[config.mk]
export PLATFORM = sky130hd
export DESIGN_NAME = max_stream_reducer_flat
export DESIGN_NICKNAME = d
export VERILOG_FILES = /design/src/rtl/max_stream_reducer_if.sv /design/src/rtl/max_stream_reducer.sv /design/src/flat_wrapper.sv
export SDC_FILE = /design/constraint.sdc
export NUM_CORES = 1
export LEC_CHECK = 0
export ABC_AREA = 1
export BUFFER_PORTS_ARGS = -buffer_cell sky130_fd_sc_hd__buf_2
export CAP_MARGIN = 10
export CORE_MARGIN = 4
export CORE_UTILIZATION = 30
export CTS_CLUSTER_DIAMETER = 30
export DETAILED_ROUTE_END_ITERATION = 10
export GPL_ROUTABILITY_DRIVEN = 0
export HOLD_SLACK_MARGIN = 0.02
export PLACE_DENSITY = 0.58
export SLEW_MARGIN = 15
export SYNTH_ARGS = -nofsm -noshare
export SYNTH_HDL_FRONTEND = slang
export SYNTH_SLANG_ARGS = --single-unit
export TNS_END_PERCENT = 50
[constraint.sdc]
create_clock -name clk -period 3.5 [get_ports clk]
set_clock_uncertainty 0.05 [all_clocks]
set_input_delay 0.175 -clock clk [delete_from_list [all_inputs] [get_ports clk]]
set_output_delay 0.175 -clock clk [all_outputs]
set_load 0.02 [all_outputs]
[src/rtl/max_stream_reducer_if.sv]
// Handshake bundle for max_stream_reducer: operand stream in, frame result out.
// The slave modport is the reducer's view; master is the source/sink environment.
interface max_stream_reducer_if #(
    parameter int WIDTH   = 8,
    parameter int MAX_LEN = 16
);
    localparam int IDX_W = $clog2(MAX_LEN);

    logic             s_valid;
    logic             s_ready;
    logic [WIDTH-1:0] s_data;
    logic             s_last;
    logic             m_valid;
    logic             m_ready;
    logic [WIDTH-1:0] m_max;
    logic [IDX_W-1:0] m_idx;
    logic [IDX_W:0]   m_len;
    logic             m_ovf;

    modport slave (
        input  s_valid, s_data, s_last, m_ready,
        output s_ready, m_valid, m_max, m_idx, m_len, m_ovf
    );

    modport master (
        output s_valid, s_data, s_last, m_ready,
        input  s_ready, m_valid, m_max, m_idx, m_len, m_ovf
    );
endinterface

[src/rtl/max_stream_reducer.sv]
// Reduces each last-framed operand stream to (max, first index of max, length),
// closing early at MAX_LEN, with a single registered result slot.
module max_stream_reducer #(
    parameter int WIDTH   = 8,
    parameter int MAX_LEN = 16,
    parameter bit SIGNED  = 1'b0
) (
    input  logic                 clk,
    input  logic                 rst_n,
    max_stream_reducer_if.slave  bus
);
    localparam int IDX_W = $clog2(MAX_LEN);
    localparam logic [0:0] IDLE  = 1'b0;
    localparam logic [0:0] ACCUM = 1'b1;
    localparam logic [IDX_W:0] LEN_LIMIT = (IDX_W+1)'(MAX_LEN);
    localparam logic [IDX_W:0] CNT_ONE   = (IDX_W+1)'(1);

    logic [0:0]       state;
    logic [WIDTH-1:0] acc_max, nxt_max;
    logic [IDX_W-1:0] acc_idx, nxt_idx;
    logic [IDX_W:0]   acc_cnt, nxt_cnt;
    logic             accept, greater, at_limit, close;

    assign bus.s_ready = ~bus.m_valid | bus.m_ready;
    assign accept      = bus.s_valid & bus.s_ready;

    always_comb begin
        if (SIGNED)
            greater = $signed(bus.s_data) > $signed(acc_max);
        else
            greater = bus.s_data > acc_max;
    end

    // Strict compare so ties keep the earlier index; the current count is the new beat's index.
    always_comb begin
        nxt_max = acc_max;
        nxt_idx = acc_idx;
        nxt_cnt = acc_cnt + CNT_ONE;
        if (state == IDLE) begin
            nxt_max = bus.s_data;
            nxt_idx = '0;
            nxt_cnt = CNT_ONE;
        end else if (greater) begin
            nxt_max = bus.s_data;
            nxt_idx = acc_cnt[IDX_W-1:0];
        end
    end

    assign at_limit = (nxt_cnt == LEN_LIMIT);
    assign close    = accept & (bus.s_last | at_limit);

    always_ff @(posedge clk or negedge rst_n) begin
        if (!rst_n) begin
            state   <= IDLE;
            acc_max <= '0;
            acc_idx <= '0;
            acc_cnt <= '0;
        end else if (accept) begin
            acc_max <= nxt_max;
            acc_idx <= nxt_idx;
            acc_cnt <= nxt_cnt;
            state   <= close ? IDLE : ACCUM;
        end
    end

    // A close can only happen when the slot is empty or draining this cycle.
    always_ff @(posedge clk or negedge rst_n) begin
        if (!rst_n) begin
            bus.m_valid <= 1'b0;
            bus.m_max   <= '0;
            bus.m_idx   <= '0;
            bus.m_len   <= '0;
            bus.m_ovf   <= 1'b0;
        end else if (close) begin
            bus.m_valid <= 1'b1;
            bus.m_max   <= nxt_max;
            bus.m_idx   <= nxt_idx;
            bus.m_len   <= nxt_cnt;
            bus.m_ovf   <= at_limit & ~bus.s_last;
        end else if (bus.m_ready) begin
            bus.m_valid <= 1'b0;
        end
    end
endmodule

[src/flat_wrapper.sv]
// flat-port wrapper written by rule: the top's interface ports become plain ports
module max_stream_reducer_flat 
#(
    parameter int WIDTH   = 8,
    parameter int MAX_LEN = 16,
    parameter bit SIGNED  = 1'b0
)
  (clk, rst_n, bus_s_valid, bus_s_data, bus_s_last, bus_m_ready, bus_s_ready, bus_m_valid, bus_m_max, bus_m_idx, bus_m_len, bus_m_ovf);
  max_stream_reducer_if #(.WIDTH(WIDTH), .MAX_LEN(MAX_LEN)) bus_i ();
  input  logic clk;
  input  logic rst_n;
  input wire logic [$bits(bus_i.s_valid)-1:0] bus_s_valid;
  input wire logic [$bits(bus_i.s_data)-1:0] bus_s_data;
  input wire logic [$bits(bus_i.s_last)-1:0] bus_s_last;
  input wire logic [$bits(bus_i.m_ready)-1:0] bus_m_ready;
  output wire logic [$bits(bus_i.s_ready)-1:0] bus_s_ready;
  output wire logic [$bits(bus_i.m_valid)-1:0] bus_m_valid;
  output wire logic [$bits(bus_i.m_max)-1:0] bus_m_max;
  output wire logic [$bits(bus_i.m_idx)-1:0] bus_m_idx;
  output wire logic [$bits(bus_i.m_len)-1:0] bus_m_len;
  output wire logic [$bits(bus_i.m_ovf)-1:0] bus_m_ovf;
  assign bus_i.s_valid = bus_s_valid;
  assign bus_i.s_data = bus_s_data;
  assign bus_i.s_last = bus_s_last;
  assign bus_i.m_ready = bus_m_ready;
  assign bus_s_ready = bus_i.s_ready;
  assign bus_m_valid = bus_i.m_valid;
  assign bus_m_max = bus_i.m_max;
  assign bus_m_idx = bus_i.m_idx;
  assign bus_m_len = bus_i.m_len;
  assign bus_m_ovf = bus_i.m_ovf;
  max_stream_reducer #(.WIDTH(WIDTH), .MAX_LEN(MAX_LEN), .SIGNED(SIGNED)) u_core (.clk(clk), .rst_n(rst_n), .bus(bus_i));
endmodule
# Word level (Yosys, flattened, before mapping)
# Cells that the tools add are included.
# totals
regBits	37
inputBits	13
out_inout_bits	20
elab_cells	28
# classes
addsub	1
n_lt_le_gt_ge	1
n_eq_ne	1
n_mux	8
n_bitwise	7
reduce_logical	1
# ops
cell	n
$mux W8	2
$gt A8 B8 Y1	1
$mux W4	2
$add A5 B1 Y5 const B	1
$eq A5 B5 Y1 const B	1
$mux W5	1
$and A1 B1 Y1	3
$mux W1	3
$not A1 Y1	2
$or A1 B1 Y1	2
$reduce_bool A2 Y1	1

# Depth between registers and ports, before layout
# Gate-level depths: netlist of run 1.
# logic_depth
depth_word	6
mapped_depth	15

# Least setup slack after synthesis of run 1
# OpenSTA, ideal clock, no wires.
# synth_path
kind	register to register
from	register u_core.acc_max[7]
to	register u_core.acc_max[0]
setup_time_ns	0.118
arrival_ns	1.492
required_ns	3.332
path_slack_ns	1.840
path_stages_with_launch	11
path_buffers	1
period_less_slack_ns	1.660
path_cell_list	dfrtp_1 -> inv_1 -> ha_1 -> nand2_1 -> nor2_1 -> nand4_1 -> nand2_1 -> buf_4 -> nand3_1 -> nand3_1 -> nand2_1
# synth_via
elab_chain_cells	3
# synth_rtl
item	line_no	rtl
from (decl)	max_stream_reducer.sv:19	logic [WIDTH-1:0] acc_max, nxt_max;
from (signal assigned)	max_stream_reducer.sv:59	acc_max <= nxt_max;
$gt A8 B8 Y1	max_stream_reducer.sv:31	greater = bus.s_data > acc_max;
$mux W8	max_stream_reducer.sv:43	end else if (greater) begin
$mux W8	max_stream_reducer.sv:39	if (state == IDLE) begin
# No other way between the ends.
# A chain may end at the register's enable or synchronous reset.

# Worst setup path in the final report of run 1
# layout_path
from	register u_core.bus.m_valid
to	register u_core.bus.m_len[2]
# layout_via
elab_chain_cells	4
# layout_rtl
item	line_no	rtl
from (decl)	max_stream_reducer_if.sv:22	output s_ready, m_valid, m_max, m_idx, m_len, m_ovf
from (signal assigned)	max_stream_reducer.sv:69	bus.m_valid <= 1'b0;
from (signal assigned)	max_stream_reducer.sv:75	bus.m_valid <= 1'b1;
from (signal assigned)	max_stream_reducer.sv:81	bus.m_valid <= 1'b0;
$not A1 Y1	max_stream_reducer.sv:24	assign bus.s_ready = ~bus.m_valid | bus.m_ready;
$or A1 B1 Y1	max_stream_reducer.sv:24	
$and A1 B1 Y1	max_stream_reducer.sv:25	assign accept = bus.s_valid & bus.s_ready;
$and A1 B1 Y1	max_stream_reducer.sv:50	assign close = accept & (bus.s_last | at_limit);
to (signal assigned)	max_stream_reducer.sv:78	bus.m_len <= nxt_cnt;
to (decl)	max_stream_reducer_if.sv:22	
# No other way between the ends.

==> metrics.txt, run 1 <==
# TYPE chip_impl_metric gauge
chip_impl_metric{name="fillers",unit=""} 699
chip_impl_metric{name="dp_slack",unit="ns"} 1.13
chip_impl_metric{name="post_cts.repair.setup_buffers",unit=""} 0
chip_impl_metric{name="synthesized_area_divided_by_synthesized_cell_count",unit="µm²"} 7.90
chip_impl_metric{name="worstSkewPairLatency",unit="ns"} 0.29
chip_impl_metric{name="slowest_stage_delay_cp",unit="ns"} 0.73
chip_impl_metric{name="period_minus_slack",unit="ns"} 2.39
chip_impl_info{name="synth.area.top_cells",value="dfrtp_1 (47%), nand2_1 (18%), nand3_1 (9.6%)"} 1
chip_impl_metric{name="worst_ep_required_time",unit="ns"} 3.59
chip_impl_metric{name="core.rowCount",unit=""} 29
chip_impl_metric{name="first_global_vias",unit=""} 1685
chip_impl_metric{name="report.final.setup_viol",unit=""} 0
chip_impl_metric{name="seq_total_area_yosys",unit=""} 0.469
chip_impl_info{name="post_synthesis_cell_type_with_the_largest_combined_area",value="dfrtp_1"} 1
chip_impl_metric{name="design.final.nets",unit=""} 302
chip_impl_metric{name="fmaxAchievable",unit="MHz"} 418
chip_impl_metric{name="chipWidth",unit="µm"} 89.2
chip_impl_metric{name="worst_path_max_fanout",unit=""} 22
chip_impl_metric{name="layout.area.seq",unit="µm²"} 926
chip_impl_info{name="critical_path.slowest_cell",value="a21oi_2"} 1
chip_impl_metric{name="htree_num_levels",unit=""} 2
chip_impl_metric{name="multiInputGateArea",unit="µm²"} 865
chip_impl_metric{name="cts_made_buffers",unit=""} 5
chip_impl_info{name="cp-end-kind",value="flip-flop"} 1
chip_impl_metric{name="numPortBuffers",unit=""} 32
chip_impl_metric{name="yosys_warnings",unit=""} 0
chip_impl_metric{name="yosysTopAreaCellShare",unit=""} 0.469
chip_impl_metric{name="final_antenna_net_count",unit=""} 0
chip_impl_metric{name="grt_overflow",unit=""} 0
chip_impl_metric{name="synth_cell_type_count",unit=""} 24
chip_impl_metric{name="groute.usage.overall",unit=""} 0.124
chip_impl_metric{name="grt_first_pass_wirelength",unit="µm"} 7580
chip_impl_metric{name="timing.final.max_slew_violations",unit=""} 0
chip_impl_info{name="commonest_non_fill_non_tap_cell_in_the_layout",value="nand2_1"} 1
chip_impl_info{name="setup_repair_after_global_routing_missed_its_margin",value="no"} 1
chip_impl_info{name="cell_by_cell_trace_of_the_critical_path",value="a21boi_4, inv_1, nor2_1, a21oi_2, o21ai_0"} 1
chip_impl_metric{name="cts.hold.buffers_added",unit=""} 1
chip_impl_metric{name="flow.area_growth_from_synthesis",unit="%"} 14.4
chip_impl_metric{name="relSlewSlack",unit=""} 0.363
chip_impl_info{name="outcome",value="complete, no violations"} 1
chip_impl_metric{name="drive_gt1_frac",unit=""} 0.179
chip_impl_metric{name="vias",unit=""} 1674
chip_impl_metric{name="detail_route.drc_violations",unit=""} 0
chip_impl_metric{name="cp.arrival",unit="ns"} 2.48
chip_impl_metric{name="dp_hpwl",unit="µm"} 3070
chip_impl_metric{name="clock_edge_transition_at_the_registers_on_the_reported_setup_and_hold_paths",unit="ns"} 0.08
chip_impl_info{name="root_buffer",value="clkbuf_8"} 1
chip_impl_metric{name="final_min_period_over_clock_period",unit=""} 0.684
chip_impl_metric{name="synth-seq-cells",unit=""} 37
chip_impl_metric{name="powerDensity",unit="nW/µm²"} 682
chip_impl_metric{name="final_critical_path_setup_slack",unit="ns"} 1.11
chip_impl_metric{name="max_slew.worst_pin.slew",unit="ns"} 0.956
chip_impl_metric{name="initial_core_util",unit=""} 0.309
chip_impl_metric{name="syn_area",unit="µm²"} 1980
chip_impl_metric{name="vdd.ir_drop.worst",unit="µV"} 262
chip_impl_info{name="mostFrequentLayoutCells",value="nand2_1 (96), nand3_1 (38), dfrtp_1 (37)"} 1
chip_impl_metric{name="vertical_die_dimension",unit="µm"} 89.2
chip_impl_metric{name="first_drt_pass_iteration_count",unit=""} 4
chip_impl_metric{name="antennaDiodeCount",unit=""} 0
chip_impl_metric{name="clock-sinks",unit=""} 37
chip_impl_info{name="min-delay-path-class",value="input pin to flip-flop"} 1
chip_impl_metric{name="grt_max_degree",unit=""} 38
chip_impl_metric{name="syn-num-nets",unit=""} 272
chip_impl_metric{name="resized_gates_after_cts",unit=""} 0
chip_impl_metric{name="post_synth_inst_count",unit=""} 250
chip_impl_metric{name="final-hold-violation-count",unit=""} 0
chip_impl_metric{name="viasPerCell",unit=""} 4.69
chip_impl_metric{name="grt_antenna_before_repair",unit=""} 0
chip_impl_info{name="setup.worst_path.start_class",value="flip-flop"} 1
chip_impl_info{name="crit_type",value="flip-flop to flip-flop"} 1
chip_impl_metric{name="timing.max_cap.violations",unit=""} 0
chip_impl_metric{name="setup_total_negative_slack",unit="ns"} 0
chip_impl_metric{name="ioPinCount",unit=""} 33
chip_impl_metric{name="wl_per_cell",unit="µm"} 12.5
chip_impl_metric{name="total_leakage_power",unit="µW"} 0.00127
chip_impl_metric{name="totalWireLength",unit="µm"} 4450
chip_impl_info{name="cts_tree",value="built"} 1
chip_impl_metric{name="drt_iter0_drc",unit=""} 77
chip_impl_metric{name="clock_path_buffers",unit=""} 2
chip_impl_metric{name="fp.coreArea",unit="µm²"} 6390
chip_impl_metric{name="die_area",unit="µm²"} 7950
Yosys cell counts:
master and instances:
nor2_4 1, nand4_1 3, buf_2 1, clkbuf_1 2
a21oi_2 1, inv_1 28, buf_6 3, nand2_2 3
nor2_1 5, nand3b_1 1, nand3_2 2, ha_1 9
buf_1 1, a21o_1 1, nand3_1 38, nand2_1 96
a21oi_1 4, a21boi_4 1, o21ai_4 1, inv_2 2
dfrtp_1 37, buf_4 2, clkbuf_4 1, o21ai_0 7
layout make-up:
cell class,count,area share
clock buffer,6,0.0365
inverter,30,0.0498
clock inverter,1,0.00332
sequential,37,0.410
tap,77,0.0426
timing repair buffer,33,0.0753
multi-input combinational,173,0.383
final timing paths:
kind	start	end	slack, ns	cells after the start
max	u_core.bus.m_valid	u_core.bus.m_len[2]	1.11	5
min in group asynchronous	rst_n	u_core.bus.m_len[2]	0.48	2
max in group asynchronous	rst_n	u_core.acc_max[1]	2.37	2
max reg2reg	u_core.bus.m_valid	u_core.bus.m_len[2]	1.11	5
min	bus_m_ready	u_core.bus.m_valid	0.13	4
min reg2reg	u_core.bus.m_len[0]	u_core.bus.m_len[0]	0.43	2
report_power, final:
part | switching (µW) | internal [µW]
registers | 96.0 | 556
clock network | 155 | 156
logic | 381 | 197
kinds of logic (layout without fill, tap and decap cells):
kind of cell,count (synthesis),count (layout),share of synthesized area
compound gates,15,15,0.0538
fa+ha+maj,9,9,0.0570
buf+inv,40,70,0.0937
flops,37,37,0.469
simple gates,149,149,0.327
critical path, delay by kind of cell (launching register included):
kind	cells	cell delay, ns
flip-flops	1	0.41
buffers and inverters	1	0.57
AND/OR/NAND/NOR	1	0.14
AO/OA/AOI/OAI	3	1.05
routing by layer:
layer | global-route usage | part of all wire | vias to the layer above
met1 | 0.164 | 0.48 | 784
met4 | 0.0447 | 0.016 | 0
met5 | 0 | 0 | -
li1 | - | - | 847
met3 | 0.0304 | 0.045 | 7
met2 | 0.198 | 0.45 | 36
registers in the layout, summed over array words and instances, names as in the netlist:
signal / flops
u_core.acc_cnt: 5
u_core.acc_idx: 4
u_core.acc_max: 8
u_core.bus.m_idx: 4
u_core.bus.m_len: 5
u_core.bus.m_max: 8
u_core.bus.m_ovf: 1
u_core.bus.m_valid: 1
u_core.state: 1
metrics by stage:
step	hold WS [ns]	area (µm²)	cells	total power, µW	utilization
final	0.128	2260	357	1540	0.354
after global routing	0.138	2260	357	1690	0.354
after CTS	0.116	2260	357	1570	0.354
after detailed placement	0.280	2160	349	1240	0.338
after global placement	0.276	2160	349	1230	0.338
after floorplan	-0.171	1980	250	1080	-
No activity file was read; power rests on OpenSTA's default activity.
==> run 2, diff against run 1 <==
PLACE_DENSITY = 0.6   (was 0.58)
clock period = 2.1 ns   (was 3.5 ns; I/O delays follow)
==> run 2 against run 1 <==
Sequential cell count stayed put. Cell count is 2.2% higher. Combinational power is 77% higher. Clock-buffer cell count is 2 higher. Largest power group unchanged. Highest routed layer unchanged. First-iteration DRC count is 14% higher. Fmax is 30% higher.
==> metrics.txt, run 2 (synthesis results as in run 1) <==
# TYPE chip_impl_metric gauge
chip_impl_metric{name="max_slew.worst_pin.slew",unit="ns"} 0.840
chip_impl_info{name="crit_start",value="u_core.acc_max[7]"} 1
chip_impl_metric{name="flow.area_growth_from_synthesis",unit="%"} 16.5
chip_impl_metric{name="cp.arrival",unit="ns"} 1.96
chip_impl_metric{name="cts_made_buffers",unit=""} 5
chip_impl_metric{name="post_cts.repair.setup_buffers",unit=""} 0
chip_impl_metric{name="grt_first_pass_wirelength",unit="µm"} 7910
chip_impl_metric{name="report.final.setup_viol",unit=""} 0
chip_impl_metric{name="core.rowCount",unit=""} 29
chip_impl_metric{name="total_leakage_power",unit="µW"} 0.00130
chip_impl_info{name="mostFrequentLayoutCells",value="nand2_1 (96), nand3_1 (38), dfrtp_1 (37)"} 1
chip_impl_metric{name="vias",unit=""} 1672
chip_impl_info{name="setup_repair_after_global_routing_missed_its_margin",value="no"} 1
chip_impl_info{name="outcome",value="complete, no violations"} 1
chip_impl_metric{name="design.final.nets",unit=""} 309
chip_impl_info{name="cp-end-kind",value="flip-flop"} 1
chip_impl_metric{name="totalWireLength",unit="µm"} 4510
chip_impl_metric{name="timing.final.max_slew_violations",unit=""} 0
chip_impl_metric{name="drt_iter0_drc",unit=""} 88
chip_impl_metric{name="post-layout-total-power",unit="µW"} 2580
chip_impl_metric{name="met3WireLength",unit="µm"} 215
chip_impl_metric{name="post-route-util",unit=""} 0.361
chip_impl_metric{name="first_global_vias",unit=""} 1713
chip_impl_metric{name="ioPinCount",unit=""} 33
chip_impl_metric{name="worst_path_max_fanout",unit=""} 7
chip_impl_metric{name="first_drt_pass_iteration_count",unit=""} 4
chip_impl_metric{name="vdd.ir_drop.worst",unit="µV"} 581
chip_impl_metric{name="setup_total_negative_slack",unit="ns"} 0
chip_impl_info{name="cts_tree",value="built"} 1
chip_impl_info{name="crit_type",value="flip-flop to flip-flop"} 1
chip_impl_metric{name="vertical_die_dimension",unit="µm"} 89.2
chip_impl_metric{name="r2r_slack",unit="ns"} 0.26
chip_impl_metric{name="dp_hpwl",unit="µm"} 3250
chip_impl_info{name="largest_registers",value="u_core.acc_max (8), u_core.bus.m_max (8)"} 1
chip_impl_metric{name="groute.usage.overall",unit=""} 0.129
chip_impl_metric{name="initial_core_util",unit=""} 0.309
chip_impl_metric{name="grt_max_degree",unit=""} 38
chip_impl_info{name="min_from",value="bus_m_ready"} 1
chip_impl_metric{name="worstRegToRegCells",unit=""} 10
chip_impl_info{name="reg_to_reg_critical_path_endpoint",value="u_core.acc_max[3]"} 1
chip_impl_metric{name="fmaxAchievable",unit="MHz"} 545
chip_impl_metric{name="met2_wirelength",unit="µm"} 2090
chip_impl_metric{name="die_area",unit="µm²"} 7950
chip_impl_info{name="commonest_non_fill_non_tap_cell_in_the_layout",value="nand2_1"} 1
chip_impl_metric{name="worstSkewPairLatency",unit="ns"} 0.28
chip_impl_metric{name="fillers",unit=""} 671
chip_impl_metric{name="grt_antenna_before_repair",unit=""} 0
chip_impl_info{name="highest-signal-layer",value="met4"} 1
chip_impl_metric{name="final_min_period_over_clock_period",unit=""} 0.874
chip_impl_metric{name="wirelength_met1",unit="µm"} 2160
chip_impl_metric{name="clock_edge_transition_at_the_registers_on_the_reported_setup_and_hold_paths",unit="ns"} 0.07
chip_impl_metric{name="clock_path_buffers",unit=""} 2
chip_impl_info{name="endpoint",value="u_core.acc_max[3]"} 1
chip_impl_metric{name="htree_num_levels",unit=""} 2
chip_impl_metric{name="relSlewSlack",unit=""} 0.440
chip_impl_metric{name="viasPerCell",unit=""} 4.58
chip_impl_metric{name="wl_per_cell",unit="µm"} 12.3
chip_impl_info{name="setup.worst_path.start_class",value="flip-flop"} 1
chip_impl_metric{name="antennaDiodeCount",unit=""} 0
chip_impl_metric{name="chipWidth",unit="µm"} 89.2
chip_impl_metric{name="final_antenna_net_count",unit=""} 0
chip_impl_metric{name="period_minus_slack",unit="ns"} 1.84
chip_impl_metric{name="clock-sinks",unit=""} 37
chip_impl_metric{name="grt_overflow",unit=""} 0
chip_impl_info{name="min-delay-path-class",value="input pin to flip-flop"} 1
chip_impl_metric{name="fp.coreArea",unit="µm²"} 6390
chip_impl_metric{name="timing.max_cap.violations",unit=""} 0
chip_impl_metric{name="worst_ep_required_time",unit="ns"} 2.22
chip_impl_info{name="root_buffer",value="clkbuf_8"} 1
chip_impl_metric{name="final-hold-violation-count",unit=""} 0
chip_impl_metric{name="drive_gt1_frac",unit=""} 0.191
chip_impl_metric{name="detail_route.drc_violations",unit=""} 0
chip_impl_metric{name="powerDensity",unit="nW/µm²"} 1120
chip_impl_info{name="r2r_start",value="u_core.acc_max[7]"} 1
chip_impl_metric{name="numPortBuffers",unit=""} 32
[run 2: cell types whose count changed in the layout (fill, tap and decap cells not counted), sizes merged]
cell      before  now
buf           32   39
clkinvlp       1    0
clkbuf         6    8
[run 2: per-stage QoR]
| step | setup slack (ns) | instance area [µm²] | std cells | hold WS (ns) |
|---|---|---|---|---|
| 5_1_grt | 0.0781 | 2300 | 365 | 0.0706 |
| 4_1_cts | 0.267 | 2300 | 365 | 0.0662 |
| 3_3_place_gp | 0.364 | 2210 | 356 | 0.208 |
| 2_1_floorplan | 0.440 | 1980 | 250 | -0.241 |
| 6_report | 0.264 | 2300 | 365 | 0.0721 |
| 3_5_place_dp | 0.283 | 2210 | 356 | 0.212 |
[run 2: worst min path at each step]
stage	to	slack (ns)	cells after the start
3_3_place_gp	u_core.bus.m_len[4]	0.21	1
4_1_cts	u_core.bus.m_valid	0.07	4
2_1_floorplan	u_core.acc_cnt[0]	-0.24	0
5_1_grt	u_core.bus.m_valid	0.07	4
6_report	u_core.bus.m_valid	0.07	4
3_5_place_dp	u_core.bus.m_len[4]	0.21	1
[run 2: final cells by class]
class | count | area, µm² | area share
multi-input cells | 173 | 865 | 0.376
inverters | 30 | 113 | 0.0489
repair buffers | 40 | 223 | 0.0967
clock buffers | 8 | 80.1 | 0.0348
well taps | 77 | 96.3 | 0.0418
flip-flops and latches | 37 | 926 | 0.402
[run 2: report_power, final]
group | total [µW] | leakage, µW | switching, µW | internal (µW)
Combinational | 1020 | 0.000790 | 655 | 364
Sequential | 1080 | 0.000468 | 151 | 928
Clock | 481 | 0.0000395 | 245 | 236
[run 2: metal layers]
metal / vias up / global-route usage
met5: - / 0
met4: 0 / 0.0406
met3: 4 / 0.0286
met2: 38 / 0.216
met1: 767 / 0.164
li1: 863 / -
[run 2: timing repair]
action                                  4_1_cts  5_1_grt
endpoints found under the hold margin        37        0
hold buffers                                  1        0
resized for setup                             0        0
endpoints found under the setup margin        0        0
[run 2: worst max-delay path, stage by stage, from the launching register on]
cell	delay, ns
dfrtp_1	0.35
inv_1	0.06
ha_1	0.29
nand2_1	0.07
nor2_1	0.14
nand4_1	0.18
nand2_1	0.17
buf_4	0.17
nand3_1	0.10
nand3_1	0.10
nand2_1	0.05
